`config.mk`:
```
export PLATFORM = sky130hd
export DESIGN_NAME = share_fold_sequencer
export DESIGN_NICKNAME = d
export VERILOG_FILES = /design/src/rtl/share_fold_pkg.sv /design/src/rtl/reduce_xor.sv /design/src/rtl/share_fold_sequencer.sv
export SDC_FILE = /design/constraint.sdc
export NUM_CORES = 1
export LEC_CHECK = 0
export CAP_MARGIN = 20
export CORE_AREA = 5 5 94 96
export DETAILED_ROUTE_END_ITERATION = 12
export DIE_AREA = 0 0 99 101
export PLACE_DENSITY = 0.84
export SETUP_SLACK_MARGIN = 0.4
export SLEW_MARGIN = 20
export SYNTH_ARGS = -nofsm -noshare
export SYNTH_HDL_FRONTEND = slang
export SYNTH_SLANG_ARGS = --single-unit
```
`constraint.sdc`:
```
create_clock -name in_clock -period 2.76 [get_ports in_clock]
set_clock_uncertainty 0.05 [all_clocks]
set_input_delay 0.552 -clock in_clock [delete_from_list [all_inputs] [get_ports in_clock]]
set_output_delay 0.552 -clock in_clock [all_outputs]
set_load 0.005 [all_outputs]
```
`src/rtl/share_fold_pkg.sv`:
```
// Shared types and helpers for the share-fold sequencer.
package share_fold_pkg;

    typedef enum logic [1:0] {
        IDLE = 2'd0,
        FOLD = 2'd1,
        DONE = 2'd2
    } fold_state_t;

    function automatic int unsigned ceil_div(input int unsigned num, input int unsigned den);
        return (num + den - 1) / den;
    endfunction

endpackage

```
`src/rtl/reduce_xor.sv`:
```
// XOR-reduces NUM_ELEMENTS packed elements into a single element.
module reduce_xor #(
    parameter int unsigned NUM_ELEMENTS  = 3,
    parameter int unsigned ELEMENT_WIDTH = 8
) (
    input  logic [NUM_ELEMENTS*ELEMENT_WIDTH-1:0] elements,
    output logic [ELEMENT_WIDTH-1:0]              result
);

    always_comb begin
        result = '0;
        for (int unsigned i = 0; i < NUM_ELEMENTS; i++) begin
            result = result ^ elements[i*ELEMENT_WIDTH +: ELEMENT_WIDTH];
        end
    end

endmodule

```
`src/rtl/share_fold_sequencer.sv`:
```
// Captures a packed share array and XOR-folds it CHUNK shares per cycle,
// presenting the result with a valid/ready handshake.
module share_fold_sequencer
    import share_fold_pkg::*;
#(
    parameter int unsigned NUM_SHARES    = 8,
    parameter int unsigned ELEMENT_WIDTH = 8,
    parameter int unsigned CHUNK         = 3
) (
    input  logic                            in_clock,
    input  logic                            in_reset_n,
    input  logic [NUM_SHARES*ELEMENT_WIDTH-1:0] in_shares,
    input  logic                            in_valid,
    output logic                            out_ready,
    output logic [ELEMENT_WIDTH-1:0]        out_xor,
    output logic                            out_valid,
    input  logic                            in_consumer_ready,
    output logic                            out_busy
);

    localparam int unsigned NUM_BEATS = ceil_div(NUM_SHARES, CHUNK);
    localparam int unsigned BEAT_W    = (NUM_BEATS > 1) ? $clog2(NUM_BEATS) : 1;
    localparam int unsigned SHARES_W  = NUM_SHARES * ELEMENT_WIDTH;
    localparam int unsigned CHUNK_W   = CHUNK * ELEMENT_WIDTH;
    localparam int unsigned PADDED_W  = NUM_BEATS * CHUNK_W;
    localparam logic [BEAT_W-1:0] LAST_BEAT = BEAT_W'(NUM_BEATS - 1);

    fold_state_t              state;
    logic [BEAT_W-1:0]        beat;
    logic [ELEMENT_WIDTH-1:0] acc;
    logic [ELEMENT_WIDTH-1:0] chunk_xor;
    logic [SHARES_W-1:0]      captured;
    logic [PADDED_W-1:0]      padded;
    logic [CHUNK_W-1:0]       chunk;

    // Zero-extending to a whole number of chunks makes the trailing indices fold as zero.
    assign padded = PADDED_W'(captured);
    assign chunk  = padded[32'(beat) * CHUNK_W +: CHUNK_W];

    reduce_xor #(
        .NUM_ELEMENTS  (CHUNK),
        .ELEMENT_WIDTH (ELEMENT_WIDTH)
    ) u_reduce_xor (
        .elements (chunk),
        .result   (chunk_xor)
    );

    assign out_ready = (state == IDLE) || ((state == DONE) && in_consumer_ready);

    always_ff @(posedge in_clock or negedge in_reset_n) begin
        if (!in_reset_n) begin
            state     <= IDLE;
            beat      <= '0;
            acc       <= '0;
            captured  <= '0;
            out_valid <= 1'b0;
            out_busy  <= 1'b0;
            out_xor   <= '0;
        end else begin
            case (state)
                IDLE: begin
                    if (in_valid) begin
                        captured <= in_shares;
                        acc      <= '0;
                        beat     <= '0;
                        out_busy <= 1'b1;
                        state    <= FOLD;
                    end
                end
                FOLD: begin
                    acc <= acc ^ chunk_xor;
                    if (beat == LAST_BEAT) begin
                        out_xor   <= acc ^ chunk_xor;
                        out_valid <= 1'b1;
                        out_busy  <= 1'b0;
                        state     <= DONE;
                    end else begin
                        beat <= beat + BEAT_W'(1);
                    end
                end
                DONE: begin
                    if (in_consumer_ready) begin
                        out_valid <= 1'b0;
                        out_xor   <= '0;
                        // A waiting producer is taken on the hand-off edge, skipping IDLE.
                        if (in_valid) begin
                            captured <= in_shares;
                            acc      <= '0;
                            beat     <= '0;
                            out_busy <= 1'b1;
                            state    <= FOLD;
                        end else begin
                            captured <= '0;
                            state    <= IDLE;
                        end
                    end
                end
                default: state <= IDLE;
            endcase
        end
    end

endmodule

```
==> metrics.yaml <==
status: "finished clean"
synth.distinct_cells: 33
cp.required_ps: 2160
num_vias: 3381
irDropWorstVdd_mv: 0.453
ys_ff_latch: 86
postRouteAntennaNets: 0
layout-area-overhead-vs-synth_pct: 23.6
relSlewSlack_pct: 55.5
clock-root-buffer: "clkbuf_8"
gp_congestion: 0.839
io_buffers: 78
yosysTopAreaCellShare_pct: 49.5
tightest_slew_ps: 668
ctsHoldBuffers: 0
fmax_ghz: 0.454
antenna_found_initial: 0
cts_buffer_depth: 2
grt_usage_pct: 20.0
cts_tree: "built"
crit_start: "state[1]"
core_area_sq_um: 7970
antenna-diode-count: 0
rr_startpoint: "beat[1]"
layout-drive-gt1-share_pct: 9.43
grt_pass1_wl_um: 15900
slew_violations: 0
die_w_um: 99
place_area_sq_um: 5140
synth_area_sq_um: 4350
synthFlopType: "dfrtp_1"
worst-endpoint-arrival_ps: 1600
crit_type: "flop to primary output"
max-cap-violations: 0
cp-end-kind: "primary output"
rows: 33
grt_start_max_net_pins: 87
drt_wl_total_um: 9560
power.density_nw_per_um2: 1200
synth-edff-count: 0
finalCriticalPeriod_ps: 2200
clock_sinks: 86
io_pins: 79
ys_warn_count: 0
start_kind: "flop"
dp_hpwl_um: 6650
cts_buffers: 9
layout.nets: 594
viasPerCell: 5.32
ys_top_cells_by_area: "dfrtp_1 (49%), nand2_1 (12%), nand3_1 (7.5%)"
drc: 0
p_leak_uw: 0.00252
routedWlPerCell_um: 15.1
fin_crit_sh_pct: 79.7
die_height_um: 101
start_util_pct: 54.6
fin_tns_setup_ps: 0
yosys.area.top_type: "dfrtp_1"
synthArstFlopShare_pct: 100
worst_hold_path_type: "input pin to asynchronous set/reset pin"
drt_iter0_drc: 226
fin_cells: 635
synthCells: 462
rsz0062_at_grt: "no"
place_inst: 619
yosysSeqAreaShare_pct: 49.5
h-tree-depth: 3
die_area_sq_um: 10000
report.final.hold_viol_count: 0
gr-total-overflow: 0
clock_latency_ps: 360
synthesis.nets: 531
firstDrtPassIters: 4
design_area_sq_um: 5370
crit_fanout: 8
grt_pass1_vias: 3438
synth.avg_cell_area_sq_um: 9.41
setup_viol: 0
clk_pin_slew_ps: 90
## sequential cells by signal, indices dropped and copies added (netlist names)
name,flops
out_busy,1
state,2
beat,2
captured,64
out_xor,8
acc,8
out_valid,1
## worst paths after layout
| check | cells after the start | slack (ps) | endpoint |
|---|---|---|---|
| min reg2reg | 2 | 440 | out_xor[3] |
| max | 3 | 560 | out_ready |
| max reg2reg | 5 | 580 | acc[1] |
| min | 2 | 160 | out_valid |
| min in group in_clock | 2 | 440 | out_xor[3] |
| max in group asynchronous | 2 | 2160 | captured[13] |
## per-layer routing
layer | GRT usage (%) | vias to the layer above | share of wire [%]
met5 | 0 | - | 0
met4 | 8.93 | 0 | 2.6
met3 | 3.18 | 19 | 4.4
met2 | 33.6 | 89 | 50
met1 | 25.6 | 1598 | 43
li1 | - | 1675 | -
## report_power, final
group          switching (uW)  leakage (uW)  internal, uW
Clock                     459      0.000106           508
Combinational            1580       0.00135          1530
Sequential                508       0.00107          1850
Total                    2540       0.00252          3890
## timing repair
item,4_1_cts,5_1_grt
cloned,0,0
buffers inserted,0,0
pin swaps,0,0
endpoints found under the setup margin,1,7
resized for setup,2,2
## critical path, stage by stage, from the launching register on
cell,delay (ps)
dfrtp_1,490
nand2b_4,120
nor2b_1,120
clkdlybuf4s50_1,510
## through the flow
step	hold slack, ps	setup WS, ps	util (%)	power (uW)
after floorplan	206	1090	-	4720
after global placement	411	317	64.6	5320
after detailed placement	425	294	64.6	5480
after CTS	170	495	67.3	6480
after global routing	167	461	67.4	6910
final	158	559	67.4	6430
## synthesized netlist by cell type, types with 4 or more instances
cell type and number:
o21ai_1 9, buf_2 18, mux2_4 7, a22o_1 8, dfrtp_1 86, nor3b_1 8, nand2b_1 4, xor2_1 8
o22ai_2 8, nor2_1 9, clkbuf_1 6, nand3_1 65, a211oi_1 8, o21bai_1 8, buf_6 4, nand2_1 141
xnor2_1 24, o21ai_0 4, and3b_1 8, mux2i_2 8
## logic make-up after synthesis
logic type,after synthesis,share of synthesized area [%]
AOI/OAI and AO/OA,50,8.83
xor gates and xnor gates,32,6.45
adders and majority gates,1,0.288
buffers and inverters,33,4.23
DFF,86,49.5
muxes,18,5.70
and+or+nand+nor,242,25.0
## cells in the final DEF, fill, tap and decap left out, types with 2 or more instances in the layout
cell type	n
a22o_1	8
and3b_1	8
o21ai_0	4
a211oi_1	8
clkdlybuf4s50_1	76
inv_1	3
clkinv_2	2
nor3b_1	8
o21bai_1	8
bufinv_16	2
nand2_1	141
nand2b_1	2
o22ai_2	8
dfrtp_1	86
xnor2_1	24
buf_12	2
clkbuf_8	9
nor2b_1	2
o21ai_1	9
nand3_1	65
xor2_1	8
mux2_4	7
nor2_1	9
a21oi_1	3
buf_4	3
mux2i_2	8
## layout make-up
cell class,count,area (sq um)
Fill cell,607,2600
Sequential cell,86,2150
Multi-Input combinational cell,343,2030
Timing Repair Buffer,82,832
Tap cell,105,131
Clock buffer,10,128
Clock inverter,6,86.3
Inverter,3,11.3
Power figures use the tool's default switching activity.
